## config.mk

```make
export PLATFORM = sky130hd
export DESIGN_NAME = max_scheduler_flat
export DESIGN_NICKNAME = d
export VERILOG_FILES = /design/src/rtl/max_scheduler_if.sv /design/src/rtl/max_scheduler.sv /design/src/flat_wrapper.sv
export SDC_FILE = /design/constraint.sdc
export NUM_CORES = 1
export LEC_CHECK = 0
export BUFFER_PORTS_ARGS = -buffer_cell sky130_fd_sc_hd__buf_2
export CAP_MARGIN = 20
export CORE_AREA = 2 2 283 285
export DETAILED_ROUTE_END_ITERATION = 10
export DIE_AREA = 0 0 285 287
export PLACE_DENSITY = 0.39
export REMOVE_ABC_BUFFERS = 1
export SLEW_MARGIN = 20
export SYNTH_ARGS = -nofsm -noshare
export SYNTH_HDL_FRONTEND = slang
export SYNTH_SLANG_ARGS = --single-unit
```

## constraint.sdc

```tcl
create_clock -name clk -period 8.58 [get_ports clk]
set_clock_uncertainty 0.2 [all_clocks]
set_input_delay 2.574 -clock clk [delete_from_list [all_inputs] [get_ports clk]]
set_output_delay 2.574 -clock clk [all_outputs]
set_load 0.01 [all_outputs]
```

## src/rtl/max_scheduler_if.sv

```systemverilog
// Bundle of requester, pipeline and status signals around the shared max-finder scheduler.
// The master side drives requests and pipeline results; the scheduler is the slave.
interface max_scheduler_if #(
    parameter int DATA_WIDTH = 32,
    parameter int ACTIONS    = 4,
    parameter int REQUESTERS = 4
);
    logic [REQUESTERS-1:0]                       i_req;
    logic [DATA_WIDTH*ACTIONS*REQUESTERS-1:0]    i_data;
    logic                                        i_hold;
    logic [REQUESTERS-1:0]                       o_grant;
    logic [REQUESTERS-1:0]                       o_busy;
    logic [DATA_WIDTH*ACTIONS-1:0]               o_max_data;
    logic                                        o_max_valid;
    logic [DATA_WIDTH-1:0]                       i_max_data;
    logic                                        i_max_valid;
    logic [DATA_WIDTH-1:0]                       o_data;
    logic [REQUESTERS-1:0]                       o_done;
    logic                                        o_idle;
    logic                                        o_err;

    modport master (
        output i_req, i_data, i_hold, i_max_data, i_max_valid,
        input  o_grant, o_busy, o_max_data, o_max_valid, o_data, o_done, o_idle, o_err
    );

    modport slave (
        input  i_req, i_data, i_hold, i_max_data, i_max_valid,
        output o_grant, o_busy, o_max_data, o_max_valid, o_data, o_done, o_idle, o_err
    );
endinterface

```

## src/rtl/max_scheduler.sv

```systemverilog
// Round-robin scheduler sharing one max-finder pipeline between REQUESTERS lanes.
// Issue tags ride a fixed-latency pipe; results are routed back by the tag at its tail.
module max_scheduler #(
    parameter int DATA_WIDTH  = 32,
    parameter int ACTIONS     = 4,
    parameter int REQUESTERS  = 4,
    parameter int MAX_LATENCY = 2
) (
    input  logic           clk,
    input  logic           rst,
    max_scheduler_if.slave bus
);
    localparam int VW  = DATA_WIDTH * ACTIONS;
    localparam int IDW = $clog2(REQUESTERS);

    logic [IDW-1:0]                   ptr;
    logic [IDW-1:0]                   win;
    logic                             win_vld;
    logic                             issue;
    logic [REQUESTERS-1:0]            elig;
    logic [REQUESTERS-1:0]            busy;
    logic [REQUESTERS-1:0]            clr_q;
    logic [REQUESTERS-1:0]            grant_q;
    logic [REQUESTERS-1:0]            done_q;
    logic [VW-1:0]                    sel_vec;
    logic [VW-1:0]                    max_data_q;
    logic [DATA_WIDTH-1:0]            data_q;
    logic                             err_q;
    // Stage 0 is the issue register itself (o_max_valid); stage MAX_LATENCY lines up with i_max_valid.
    logic [MAX_LATENCY:0]             vld_pipe;
    logic [MAX_LATENCY:0][IDW-1:0]    tag_pipe;

    function automatic logic [REQUESTERS-1:0] oh(input logic [IDW-1:0] id);
        return {{(REQUESTERS-1){1'b0}}, 1'b1} << id;
    endfunction

    assign elig = bus.i_req & ~busy;

    always_comb begin : arb
        int j;
        j       = 0;
        win     = '0;
        win_vld = 1'b0;
        // Walk downward so the smallest offset from ptr is the final assignment.
        for (int i = REQUESTERS - 1; i >= 0; i--) begin
            j = int'(ptr) + i;
            if (j >= REQUESTERS) j = j - REQUESTERS;
            if (elig[j]) begin
                win     = IDW'(j);
                win_vld = 1'b1;
            end
        end
    end

    assign issue   = win_vld & ~bus.i_hold;
    assign sel_vec = bus.i_data[int'(win)*VW +: VW];

    always_ff @(posedge clk or posedge rst) begin
        if (rst) begin
            ptr        <= '0;
            grant_q    <= '0;
            busy       <= '0;
            clr_q      <= '0;
            done_q     <= '0;
            max_data_q <= '0;
            data_q     <= '0;
            err_q      <= 1'b0;
            vld_pipe   <= '0;
            tag_pipe   <= '0;
        end else begin
            vld_pipe <= {vld_pipe[MAX_LATENCY-1:0], issue};
            tag_pipe <= {tag_pipe[MAX_LATENCY-1:0], win};
            grant_q  <= issue ? oh(win) : '0;
            busy     <= (busy & ~clr_q) | (issue ? oh(win) : '0);
            if (issue) begin
                ptr        <= (win == IDW'(REQUESTERS - 1)) ? '0 : win + 1'b1;
                max_data_q <= sel_vec;
            end
            done_q <= '0;
            clr_q  <= '0;
            // Busy drops one cycle after the return so the done pulse overlaps busy.
            if (vld_pipe[MAX_LATENCY]) begin
                clr_q <= oh(tag_pipe[MAX_LATENCY]);
                if (bus.i_max_valid) begin
                    done_q <= oh(tag_pipe[MAX_LATENCY]);
                    data_q <= bus.i_max_data;
                end else begin
                    err_q <= 1'b1;
                end
            end else if (bus.i_max_valid) begin
                err_q <= 1'b1;
            end
        end
    end

    assign bus.o_grant     = grant_q;
    assign bus.o_busy      = busy;
    assign bus.o_max_data  = max_data_q;
    assign bus.o_max_valid = vld_pipe[0];
    assign bus.o_data      = data_q;
    assign bus.o_done      = done_q;
    assign bus.o_err       = err_q;
    assign bus.o_idle      = ~|vld_pipe;
endmodule

```

## src/flat_wrapper.sv

```systemverilog
// flat-port wrapper written by rule: the top's interface ports become plain ports
module max_scheduler_flat 
#(
    parameter int DATA_WIDTH  = 32,
    parameter int ACTIONS     = 4,
    parameter int REQUESTERS  = 4,
    parameter int MAX_LATENCY = 2
)
  (clk, rst, bus_i_req, bus_i_data, bus_i_hold, bus_i_max_data, bus_i_max_valid, bus_o_grant, bus_o_busy, bus_o_max_data, bus_o_max_valid, bus_o_data, bus_o_done, bus_o_idle, bus_o_err);
  max_scheduler_if #(.DATA_WIDTH(DATA_WIDTH), .ACTIONS(ACTIONS), .REQUESTERS(REQUESTERS)) bus_i ();
  input  logic clk;
  input  logic rst;
  input wire logic [$bits(bus_i.i_req)-1:0] bus_i_req;
  input wire logic [$bits(bus_i.i_data)-1:0] bus_i_data;
  input wire logic [$bits(bus_i.i_hold)-1:0] bus_i_hold;
  input wire logic [$bits(bus_i.i_max_data)-1:0] bus_i_max_data;
  input wire logic [$bits(bus_i.i_max_valid)-1:0] bus_i_max_valid;
  output wire logic [$bits(bus_i.o_grant)-1:0] bus_o_grant;
  output wire logic [$bits(bus_i.o_busy)-1:0] bus_o_busy;
  output wire logic [$bits(bus_i.o_max_data)-1:0] bus_o_max_data;
  output wire logic [$bits(bus_i.o_max_valid)-1:0] bus_o_max_valid;
  output wire logic [$bits(bus_i.o_data)-1:0] bus_o_data;
  output wire logic [$bits(bus_i.o_done)-1:0] bus_o_done;
  output wire logic [$bits(bus_i.o_idle)-1:0] bus_o_idle;
  output wire logic [$bits(bus_i.o_err)-1:0] bus_o_err;
  assign bus_i.i_req = bus_i_req;
  assign bus_i.i_data = bus_i_data;
  assign bus_i.i_hold = bus_i_hold;
  assign bus_i.i_max_data = bus_i_max_data;
  assign bus_i.i_max_valid = bus_i_max_valid;
  assign bus_o_grant = bus_i.o_grant;
  assign bus_o_busy = bus_i.o_busy;
  assign bus_o_max_data = bus_i.o_max_data;
  assign bus_o_max_valid = bus_i.o_max_valid;
  assign bus_o_data = bus_i.o_data;
  assign bus_o_done = bus_i.o_done;
  assign bus_o_idle = bus_i.o_idle;
  assign bus_o_err = bus_i.o_err;
  max_scheduler #(.DATA_WIDTH(DATA_WIDTH), .ACTIONS(ACTIONS), .REQUESTERS(REQUESTERS), .MAX_LATENCY(MAX_LATENCY)) u_core (.clk(clk), .rst(rst), .bus(bus_i));
endmodule
```

==> flow_summary.json <==
{
  "status": "complete, no violations",
  "critical_path_arrival_ns": 5.11,
  "power_density_nw_per_um2": 310,
  "critical_path.max_fanout": 104,
  "place.gp.congestion": 0.961,
  "setup_violations": 0,
  "ant_nets": 0,
  "synth_top_cell_by_area": "dfrtp_1",
  "yosys_most_used_dff": "dfrtp_1",
  "hold_viol": 0,
  "drt_iter0_drc": 374,
  "period_share_pct": 58.2,
  "grt_start_max_net_pins": 108,
  "worst_setup_path_end_kind": "flip-flop",
  "synth.distinct_cells": 34,
  "slowest_delay_ns": 0.64,
  "antenna_found_initial": 3,
  "rsz0062_at_grt": "no",
  "min_period_ns": 5.00,
  "cp-startpoint": "bus_i_req[2]",
  "setup_tns_ns": 0,
  "synth_edf_count": 0,
  "slew_headroom_pct": 33.8,
  "preCtsSetupSlack_ns": 3.00,
  "cts-root-buf": "clkbuf_16",
  "max_freq_ghz": 0.200,
  "cts_buffer_depth": 2,
  "initial_core_util_pct": 12.8,
  "clk_pin_slew_worst_paths_ns": 0.07,
  "worst-path-buf-inv": 3,
  "wl_met1_um": 18300,
  "top_layer": "met4",
  "p_leak_nw": 7.26,
  "cp.required_ns": 8.69,
  "critPathKind": "in -> reg",
  "viasPerCell": 3.72,
  "yosys_warnings": 0,
  "grtUsageTotal_pct": 10.7,
  "grt_pass1_wl_um": 65700,
  "yosysSeqAreaShare_pct": 46.6,
  "synth_seq_cells": 188,
  "wl_um": 45900,
  "clock_latency_ns": 0.47,
  "finalMaxSlewViolations": 0,
  "cts_tree": "done",
  "htree_levels": 4,
  "dp_hpwl_um": 35800,
  "cts_setup_buffers": 0,
  "rows": 103,
  "ys_top_cells_by_area": "dfrtp_1, mux2i_1, o221ai_1, nand2_1, mux2_2",
  "cts_resized": 0,
  "clock-sinks": 188,
  "ctsHoldBuffers": 0,
  "max-cap-violations": 0,
  "dp.cells": 2576,
  "instances_no_fill": 2610,
  "wl_met3_um": 2970,
  "irDropWorstVdd_v": 0.000175,
  "synthArstFlopShare_pct": 100,
  "synth.top_cell.area_share_pct": 46.6,
  "syn_inst": 864,
  "path_cells": "buf_2 > nand2b_4 > or2_2 > a31o_4 > inv_8 > buf_12 > mux2i_1 > o221ai_1",
  "hold_class": "reg -> reg",
  "timing.rr.start": "u_core.bus.o_busy[2]",
  "met2RoutedLength_um": 23400,
  "via_count": 9718,
  "fillers": 8798,
  "reg2reg_slack_ns": 5.30,
  "num_io_pins": 727,
  "startpoint_type": "input pin",
  "finalNetCount": 2099,
  "area_delta_synth_final_pct": 51.5,
  "grt-ovfl-total": 0,
  "worstMarginPinSlew_ns": 0.994,
  "die_w_um": 285,
  "slowest_stage": "inv_8",
  "hp-start": "u_core.tag_pipe[3]",
  "first_global_vias": 10300,
  "drc_errors": 0,
  "final_common_cell": "buf_2",
  "layout-drive-gt1-share_pct": 52.3,
  "dr.pass1.iters": 5,
  "critPathTopFamily": "buffers and inverters",
  "wl_per_cell_um": 17.6,
  "p_total_mw": 4.74,
  "layout_common_cells": "buf_2, mux2i_1, dfrtp_1",
  "fp.dieArea_um2": 81800,
  "synth_area_um2": 10100,
  "avgSynthCellArea_um2": 11.7,
  "die_h_um": 287,
  "setup_slack_ns": 3.58,
  "coreArea_um2": 78600,
  "cts_buffers": 17,
  "io_buffer_count": 726
}
## sequential cells by signal, indices dropped and copies added (netlist names)
register,flops
u_core.bus.o_grant,4
u_core.bus.o_done,4
u_core.bus.o_max_data,128
u_core.bus.o_data,32
u_core.tag_pipe,6
u_core.bus.o_busy,4
u_core.clr_q,4
u_core.vld_pipe,3
u_core.ptr,2
u_core.bus.o_err,1
## Yosys cell counts, types with 3 or more instances
| master | n |
|---|---|
| mux2i_1 | 256 |
| dfrtp_1 | 188 |
| nand2_1 | 137 |
| o221ai_1 | 128 |
| clkbuf_1 | 33 |
| mux2_2 | 32 |
| buf_6 | 26 |
| buf_2 | 11 |
| inv_1 | 8 |
| nor3_1 | 5 |
| buf_1 | 4 |
| and3_1 | 3 |
| nand2b_1 | 3 |
| nor2_1 | 3 |
## metrics by stage
step           util (%)  area, µm²  hold slack, ns
4_1_cts            19.4      15300           0.163
3_5_place_dp       18.7      14700           0.135
5_1_grt            19.4      15300           0.174
6_report           19.4      15300           0.156
2_1_floorplan         -       9600           0.131
3_3_place_gp       18.7      14700           0.138
## area by class of cell
type | instances | area [µm²] | share of cell area (%)
Multi-Input combinational cell | 591 | 4870 | 31.9
Clock inverter | 14 | 156 | 1.02
Sequential cell | 188 | 4700 | 30.8
Antenna cell | 3 | 7.51 | 0.0491
Clock buffer | 17 | 425 | 2.78
Inverter | 10 | 52.6 | 0.344
Timing Repair Buffer | 737 | 3750 | 24.6
Tap cell | 1050 | 1310 | 8.59
## path summary, 6_finish.rpt
| kind | cells past startpoint | to |
|---|---|---|
| setup / recovery | 8 | u_core.bus.o_max_data[28] |
| hold / removal | 0 | u_core.tag_pipe[5] |
| setup reg to reg | 7 | u_core.bus.o_max_data[28] |
| hold reg to reg | 0 | u_core.tag_pipe[5] |
| max in group asynchronous | 3 | u_core.bus.o_max_data[88] |
| min in group asynchronous | 2 | u_core.bus.o_max_data[22] |
## cell families after synthesis
| family | synth area share, % |
|---|---|
| AND/OR/NAND/NOR | 6.86 |
| multiplexers | 29.0 |
| buffers and inverters | 5.27 |
| AO/OA/AOI/OAI | 12.0 |
| adder cells (fa/ha/maj) | 0.248 |
| flip-flops | 46.6 |
## metal layers
metal / GRT usage, % / up-vias
met5: 0 / -
met1: 12.7 / 4609
met2: 18.5 / 431
li1: - / 4631
met4: 4.14 / 0
met3: 2.73 / 47
## power breakdown
part | internal (mW) | switching, mW | leakage, nW
clock | 0.411 | 0.422 | 0.277
sequential | 1.30 | 0.235 | 2.32
combinational | 1.04 | 1.33 | 4.66
Power figures use the tool's default switching activity.
